[config.mk]
export PLATFORM = sky130hd
export DESIGN_NAME = cpu_control_flat
export DESIGN_NICKNAME = d
export VERILOG_FILES = /design/src/rtl/cpu_control_if.sv /design/src/rtl/cpu_control.sv /design/src/flat_wrapper.sv
export SDC_FILE = /design/constraint.sdc
export NUM_CORES = 1
export LEC_CHECK = 0
export CORE_MARGIN = 1
export CORE_UTILIZATION = 44
export CTS_CLUSTER_SIZE = 30
export DETAILED_ROUTE_END_ITERATION = 16
export PLACE_DENSITY = 0.8
export SLEW_MARGIN = 15
export SYNTH_ARGS = -nofsm -noshare
export SYNTH_HDL_FRONTEND = slang
export SYNTH_SLANG_ARGS = --single-unit
[constraint.sdc]
create_clock -name clk -period 2 [get_ports clk]
set_clock_uncertainty 0.15 [all_clocks]
set_input_delay 0.4 -clock clk [delete_from_list [all_inputs] [get_ports clk]]
set_output_delay 0.4 -clock clk [all_outputs]
set_load 0.02 [all_outputs]
[src/rtl/cpu_control_if.sv]
// Fetch port and ALU control/status bundle between the sequencer (master) and memory/ALU (slave).
// Pure wiring: no latency; fetch is paced by mem_ready.
interface cpu_control_if;
    logic [15:0] mem_addr;
    logic        mem_rd;
    logic [15:0] mem_rdata;
    logic        mem_ready;
    logic [15:0] instruction;
    logic        exec1;
    logic        carrystatus;
    logic        skipstatus;
    logic        carryout;
    logic        carryen;
    logic        skipout;
    logic        skipen;

    modport master (
        output mem_addr, mem_rd, instruction, exec1, carrystatus, skipstatus,
        input  mem_rdata, mem_ready, carryout, carryen, skipout, skipen
    );

    modport slave (
        input  mem_addr, mem_rd, instruction, exec1, carrystatus, skipstatus,
        output mem_rdata, mem_ready, carryout, carryen, skipout, skipen
    );
endinterface

[src/rtl/cpu_control.sv]
// Fetch/execute sequencer: owns PC, IR', CARRY, SKIP; executes JMP/HALT, drives the ALU.
// One instruction per (fetch wait + 1) cycles, min 2; fetch stalls in FETCH while mem_ready=0.
module cpu_control #(
    parameter logic [15:0] RESET_PC = 16'h0000
) (
    input  logic          clk,
    input  logic          reset,
    cpu_control_if.master bus,
    output logic [15:0]   pc,
    output logic          halted
);

    typedef enum logic [1:0] {
        FETCH = 2'd0,
        EXEC1 = 2'd1,
        HALT  = 2'd2
    } state_t;

    state_t      state;
    logic [15:0] ir;
    logic        carry;
    logic        skip;
    logic        mem_rd;
    logic        exec1;

    always_ff @(posedge clk) begin
        if (reset) begin
            state  <= FETCH;
            pc     <= RESET_PC;
            ir     <= 16'h0000;
            carry  <= 1'b0;
            skip   <= 1'b0;
            mem_rd <= 1'b1;
            exec1  <= 1'b0;
            halted <= 1'b0;
        end else begin
            case (state)
                FETCH: begin
                    if (bus.mem_ready) begin
                        ir     <= bus.mem_rdata;
                        pc     <= pc + 16'd1;
                        state  <= EXEC1;
                        mem_rd <= 1'b0;
                        exec1  <= 1'b1;
                    end
                end
                EXEC1: begin
                    if (bus.carryen) carry <= bus.carryout;
                    if (bus.skipen)  skip  <= bus.skipout;
                    exec1 <= 1'b0;
                    // A pending SKIP turns JMP and HALT into NOPs; pc keeps its increment.
                    if (!skip && ir[15:12] == 4'b0001) begin
                        state  <= HALT;
                        halted <= 1'b1;
                    end else begin
                        state  <= FETCH;
                        mem_rd <= 1'b1;
                        if (!skip && ir[15:12] == 4'b0000) pc <= {4'b0000, ir[11:0]};
                    end
                end
                HALT: begin
                    halted <= 1'b1;
                end
                default: begin
                    state  <= FETCH;
                    mem_rd <= 1'b1;
                    exec1  <= 1'b0;
                    halted <= 1'b0;
                end
            endcase
        end
    end

    assign bus.mem_addr    = pc;
    assign bus.mem_rd      = mem_rd;
    assign bus.exec1       = exec1;
    assign bus.instruction = ir;
    assign bus.carrystatus = carry;
    assign bus.skipstatus  = skip;

endmodule

[src/flat_wrapper.sv]
// flat-port wrapper written by rule: the top's interface ports become plain ports
module cpu_control_flat 
#(
    parameter logic [15:0] RESET_PC = 16'h0000
)
  (clk, reset, pc, halted, bus_mem_addr, bus_mem_rd, bus_instruction, bus_exec1, bus_carrystatus, bus_skipstatus, bus_mem_rdata, bus_mem_ready, bus_carryout, bus_carryen, bus_skipout, bus_skipen);
  cpu_control_if bus_i ();
  input  logic clk;
  input  logic reset;
  output logic [15:0] pc;
  output logic halted;
  output wire logic [$bits(bus_i.mem_addr)-1:0] bus_mem_addr;
  output wire logic [$bits(bus_i.mem_rd)-1:0] bus_mem_rd;
  output wire logic [$bits(bus_i.instruction)-1:0] bus_instruction;
  output wire logic [$bits(bus_i.exec1)-1:0] bus_exec1;
  output wire logic [$bits(bus_i.carrystatus)-1:0] bus_carrystatus;
  output wire logic [$bits(bus_i.skipstatus)-1:0] bus_skipstatus;
  input wire logic [$bits(bus_i.mem_rdata)-1:0] bus_mem_rdata;
  input wire logic [$bits(bus_i.mem_ready)-1:0] bus_mem_ready;
  input wire logic [$bits(bus_i.carryout)-1:0] bus_carryout;
  input wire logic [$bits(bus_i.carryen)-1:0] bus_carryen;
  input wire logic [$bits(bus_i.skipout)-1:0] bus_skipout;
  input wire logic [$bits(bus_i.skipen)-1:0] bus_skipen;
  assign bus_mem_addr = bus_i.mem_addr;
  assign bus_mem_rd = bus_i.mem_rd;
  assign bus_instruction = bus_i.instruction;
  assign bus_exec1 = bus_i.exec1;
  assign bus_carrystatus = bus_i.carrystatus;
  assign bus_skipstatus = bus_i.skipstatus;
  assign bus_i.mem_rdata = bus_mem_rdata;
  assign bus_i.mem_ready = bus_mem_ready;
  assign bus_i.carryout = bus_carryout;
  assign bus_i.carryen = bus_carryen;
  assign bus_i.skipout = bus_skipout;
  assign bus_i.skipen = bus_skipen;
  cpu_control #(.RESET_PC(RESET_PC)) u_core (.clk(clk), .reset(reset), .bus(bus_i), .pc(pc), .halted(halted));
endmodule
## After elaboration in Yosys (flattened, before gate mapping)

Cells that the tools add are included.

- Add/sub/neg operators: 1
- Multiply operators: 0
- Divide/modulo/power cells: 0
- $lt $le $gt $ge: 0
- Eq/ne operators: 7
- Shift operators: 0
- Mux-type cells: 14
- Bitwise operators: 2
- Reduce and logical (&&, ||, !) cells: 13

Operator list:

| kind | count |
|---|---|
| 16-bit 2-to-1 mux | 3 |
| 16-bit case mux with 2 select lines | 1 |
| 16-bit by 1-bit adder with 16-bit output (second input constant) | 1 |
| 2-bit AND reduction | 5 |
| 1-bit case mux with 3 select lines | 2 |
| 2-bit case mux with 3 select lines | 1 |
| 4-bit by 1-bit == test with 1-bit output (second input constant) | 1 |
| 4-bit zero test | 1 |
| 1-bit 2-to-1 mux | 4 |
| 2-bit 2-to-1 mux | 2 |
| 2-bit by 1-bit inequality test with 1-bit output (second input constant) | 2 |
| 2-bit inequality test (second input constant) | 2 |
| 4-bit AND reduction | 1 |
| 3-bit AND reduction | 1 |
| 2-bit by 1-bit == test with 1-bit output (second input constant) | 1 |
| 2-bit == test (second input constant) | 1 |
| 1-bit logical AND | 2 |
| 2-bit zero test | 1 |
| 1-bit inverter | 2 |
| 1-bit case mux with 2 select lines | 1 |
| 2-bit nonzero test | 1 |
| 1-bit zero test | 1 |

- Flip-flop bits (word level): 39
- Bits in latches: 0
- Memory bits (writable): 0
- ROM bits: 0
- Output and inout port bits: 53
- Logic and storage cells: 45
- Memories: 0

## Longest topological paths before layout

- Depth in word-level cells: 5
- Depth in mapped cells: 8
- Gate-level depth less buffers: 6

## Least setup slack after synthesis

OpenSTA, ideal clock, no wires.

- Path kind: register -> register
- Start point: register u_core.state[0]
- End point: register u_core.pc[1] (netlist: u_core.bus.mem_addr[1])
- Setup time: 0.128 ns
- Data arrival time: 1.728 ns
- Data required time: 1.722 ns
- Path slack: -0.006 ns
- Stages on the path, launching flop included: 8
- Clock period less this slack: 2.006 ns
- Cell sequence: dfxtp_1 inv_1 ha_1 nor2b_1 o221ai_2 clkbuf_1 mux2i_1 nor2_1

- Cells in the longest elaborated chain, start to end: 3
- Elaborated cells on any way between the ends: 8

RTL lines:

| item | line | RTL |
|---|---|---|
| from (decl) | cpu_control.sv:19 | `state_t state;` |
| from (signal assigned) | cpu_control.sv:28 | `state <= FETCH;` |
| from (signal assigned) | cpu_control.sv:42 | `state <= EXEC1;` |
| from (signal assigned) | cpu_control.sv:53 | `state <= HALT;` |
| 2-bit by 1-bit == test with 1-bit output or 2-bit zero test (tied branches) | cpu_control.sv:37 | `case (state)` |
| 2-bit inequality test (no source line), or another cell as far along | -- |  |
| 4-bit AND reduction (no source line) | -- |  |
| to (signal assigned) | cpu_control.sv:41 | `pc <= pc + 16'd1;` |
| to (signal assigned) | cpu_control.sv:58 | `if (!skip && ir[15:12] == 4'b0000) pc <= {4'b0000, ir[11:0]};` |
| to (decl) | cpu_control.sv:9 | `output logic [15:0] pc,` |

Several ways; a longest one is shown, not always the timed one.
A chain may end at the register's enable or synchronous reset.

## Worst setup path in the final report

- Start point: register u_core.state[1]
- End point: register u_core.pc[4] (netlist: u_core.bus.mem_addr[4])

The elaborated chain is that of the path after synthesis.

==> impl_metrics.ini <==
[grt]
grt_max_degree = 28
grt_pass1_wl_um = 9080
gr-total-overflow = 0
grt_use_total = 0.231
antenna_found_initial = 0
grt_pass1_vias = 1913

[clock_tree]
path_clk_slew_ns = 0.08
clk_latency_ns = 0.29
root_buffer = clkbuf_8
cts_tree = yes
cts.sinks = 38
clockBufferDepth = 2
cts-hold-fix-buffers = 0
htreeDepth = 2
cts_buffers = 5

[floorplan]
die_w_um = 70
core-area_sq_um = 4410
initial_core_util = 0.461
rows = 24
pin_count = 76
dieArea_sq_um = 4900
die_h_um = 70

[sta]
tns_ns = 0
worst_pin_slew_ns = 0.435
final.period_utilization = 0.997
fin_hold_ws_ns = 0.311
hold_violations = 0
setup_viol = 0
fin_crit_ns = 1.99
fmax_mhz = 502
slew_headroom = 0.707
slew_viol_final = 0

[power_and_ir_drop]
internal_power_mw = 1.39
power_frac_clock = 0.331
powerDensity_nw_per_um2 = 649
power_frac_comb = 0.243
p_total_mw = 1.96
vdd_drop_max_mv = 0.435
pwr-share-seq = 0.426
power.switching_mw = 0.568
power_leakage_nw = 1.16
swShare = 0.290

[critical_path]
worstSetupStartpointType = flip-flop
critPathLaunch = u_core.state[1]
path_cells = inv_2, ha_4, buf_4, or4b_2, a21o_1, a21oi_1
cp.arrival_ns = 2.06
crit_buf_inv = 2
cp-end-kind = flip-flop
cpPeakStageDelay_ns = 0.62
crit_slowest_cell = or4b_2
worstPathRequired_ns = 2.07
ff2ff_setup_slack_ns = 0.007
worstSetupPathType = flip-flop to flip-flop
worstSetupEndpoint = u_core.bus.mem_addr[4]
crit_family = simple AND/OR/NAND/NOR gates
cp_max_fo = 9
reg2reg_depth = 6
cp.depth = 6
r2r_end = u_core.bus.mem_addr[4]
worstReg2RegStart = u_core.state[1]

[detailed_routing]
drt_pass1_iterations = 5
wl_um = 5730
post_drt_wl_per_cell_um = 14.9
via_per_inst = 5.64
drc = 0
drtIter0Drc = 204
antenna_left = 0
vias = 2171

[place]
dp_hpwl_um = 4010
portBuffers = 75
gp_congestion = 0.837
dpl_cell_area_sq_um = 2820

[layout]
drive_gt1_frac = 0.141
insertedDiodeCount = 0
stdcell_area_sq_um = 3020
syn_to_final_growth_pct = 48.4
final_core_util = 0.684
nets = 359

[synthesis]
synth-edff-count = 0
synth_area_leaders = dfxtp_1 (37%), nand2_1 (9.8%), a21oi_1 (7.6%), buf_4 (5.9%), o21ai_0 (2.7%)
ys.flop_type = dfxtp_1
ys_warn_count = 0
async_flop_share = 0
synth.avg_cell_area_sq_um = 7.82
synthesis.nets = 287
synth_most_common_cell = nand2_1
synth_common_cells = nand2_1 (53), dfxtp_1 (38), a21oi_1 (31)
syn-cell-area_sq_um = 2030
synth_cells = 260
seq_area_frac_synth = 0.374
ys_ff_latch = 38
yosys.area.top_type = dfxtp_1
synth.distinct_cells = 47
synth_top_area_frac = 0.374

[outcome]
status = finished, final reports clean

[min_path]
hold_class = flip-flop to flip-flop
min_delay_path_depth = 2

[job]
drv_cap = 0
==> flip-flops by register name (all words and copies together) (netlist names) <==
register                flops
u_core.bus.instruction     16
u_core.bus.mem_addr        16
u_core.state                2
u_core.bus.carrystatus      1
u_core.bus.mem_rd           1
u_core.bus.skipstatus       1
u_core.halted               1
==> metal layers <==
layer,wire length [um],GRT usage
met5,0,0
met4,134,0.0778
met3,379,0.0606
met2,2740,0.361
met1,2470,0.309
==> repair_timing <==
action | in CTS | in global routing
cloned | 0 | 0
setup endpoints to repair | 9 | 25
hold endpoints to repair | 0 | 0
setup buffers | 0 | 0
pin swaps | 1 | 1
resized for setup | 3 | 22
==> per-stage QoR <==
stage,instances,setup WS (ns)
finish,385,0.00698
global route,385,-0.0610
CTS,385,-0.00291
detailed placement,377,-0.123
global placement,377,-0.0955
floorplan,260,0.0116
==> layout by cell type (no fill, tap or decap), drive strengths merged, types with 2 or more instances in the layout <==
cell and count:
mux2i 2, dfxtp 38, nand3 10, a21o 3, and2 3, nor2 9, o221ai 2, nand4 4
nor2b 3, ha 4, a31oi 3, o32ai 2, o41ai 2, a21oi 31, clkinv 2, o311ai 3
or3 5, nand2b 6, o31ai 3, nand3b 2, nand2 53, inv 7, clkdlybuf4s50 69, clkbuf 5
dlymetal6s2s 5, or4 5, buf 20, o21ai 11, nor3 2
==> tightest hold or removal path, stage by stage, from the launching register on <==
cell	delay, ns
dfxtp_1	0.32
nand2_1	0.05
a21oi_1	0.05
==> power groups by stage <==
stage,Combinational [mW],Sequential [mW],Clock (mW)
floorplan,0.202,0.888,0
global placement,0.441,0.849,0
detailed placement,0.449,0.849,0
CTS,0.455,0.832,0.650
global route,0.512,0.840,0.694
finish,0.477,0.834,0.649
==> area by class of cell <==
| class | count | area [sq um] |
|---|---|---|
| fillers | 379 | 1400 |
| multi-input cells | 185 | 1130 |
| repair buffers | 95 | 916 |
| flip-flops and latches | 38 | 768 |
| clock buffers | 5 | 68.8 |
| well taps | 52 | 65.1 |
| clock inverters | 3 | 40.0 |
| inverters | 7 | 26.3 |
==> cell families (layout without fill, tap and decap cells) <==
kind of cell    after synthesis  after routing  synth area share
mux                           3              3            0.0154
fa+ha+maj                     4              4            0.0246
flops                        38             38             0.374
simple gates                108            108             0.267
compound gates               70             70             0.220
buf+inv                      37            110            0.0996
==> worst min path at each step <==
stage               slack [ns]                endpoint              startpoint
finish                    0.31  u_core.bus.carrystatus  u_core.bus.carrystatus
global route              0.33  u_core.bus.carrystatus  u_core.bus.carrystatus
CTS                       0.31  u_core.bus.carrystatus  u_core.bus.carrystatus
detailed placement        0.30  u_core.bus.carrystatus  u_core.bus.carrystatus
global placement          0.30  u_core.bus.carrystatus  u_core.bus.carrystatus
floorplan                 0.32         u_core.state[1]         u_core.state[1]
Note: power is estimated with default switching activity, not from simulation.
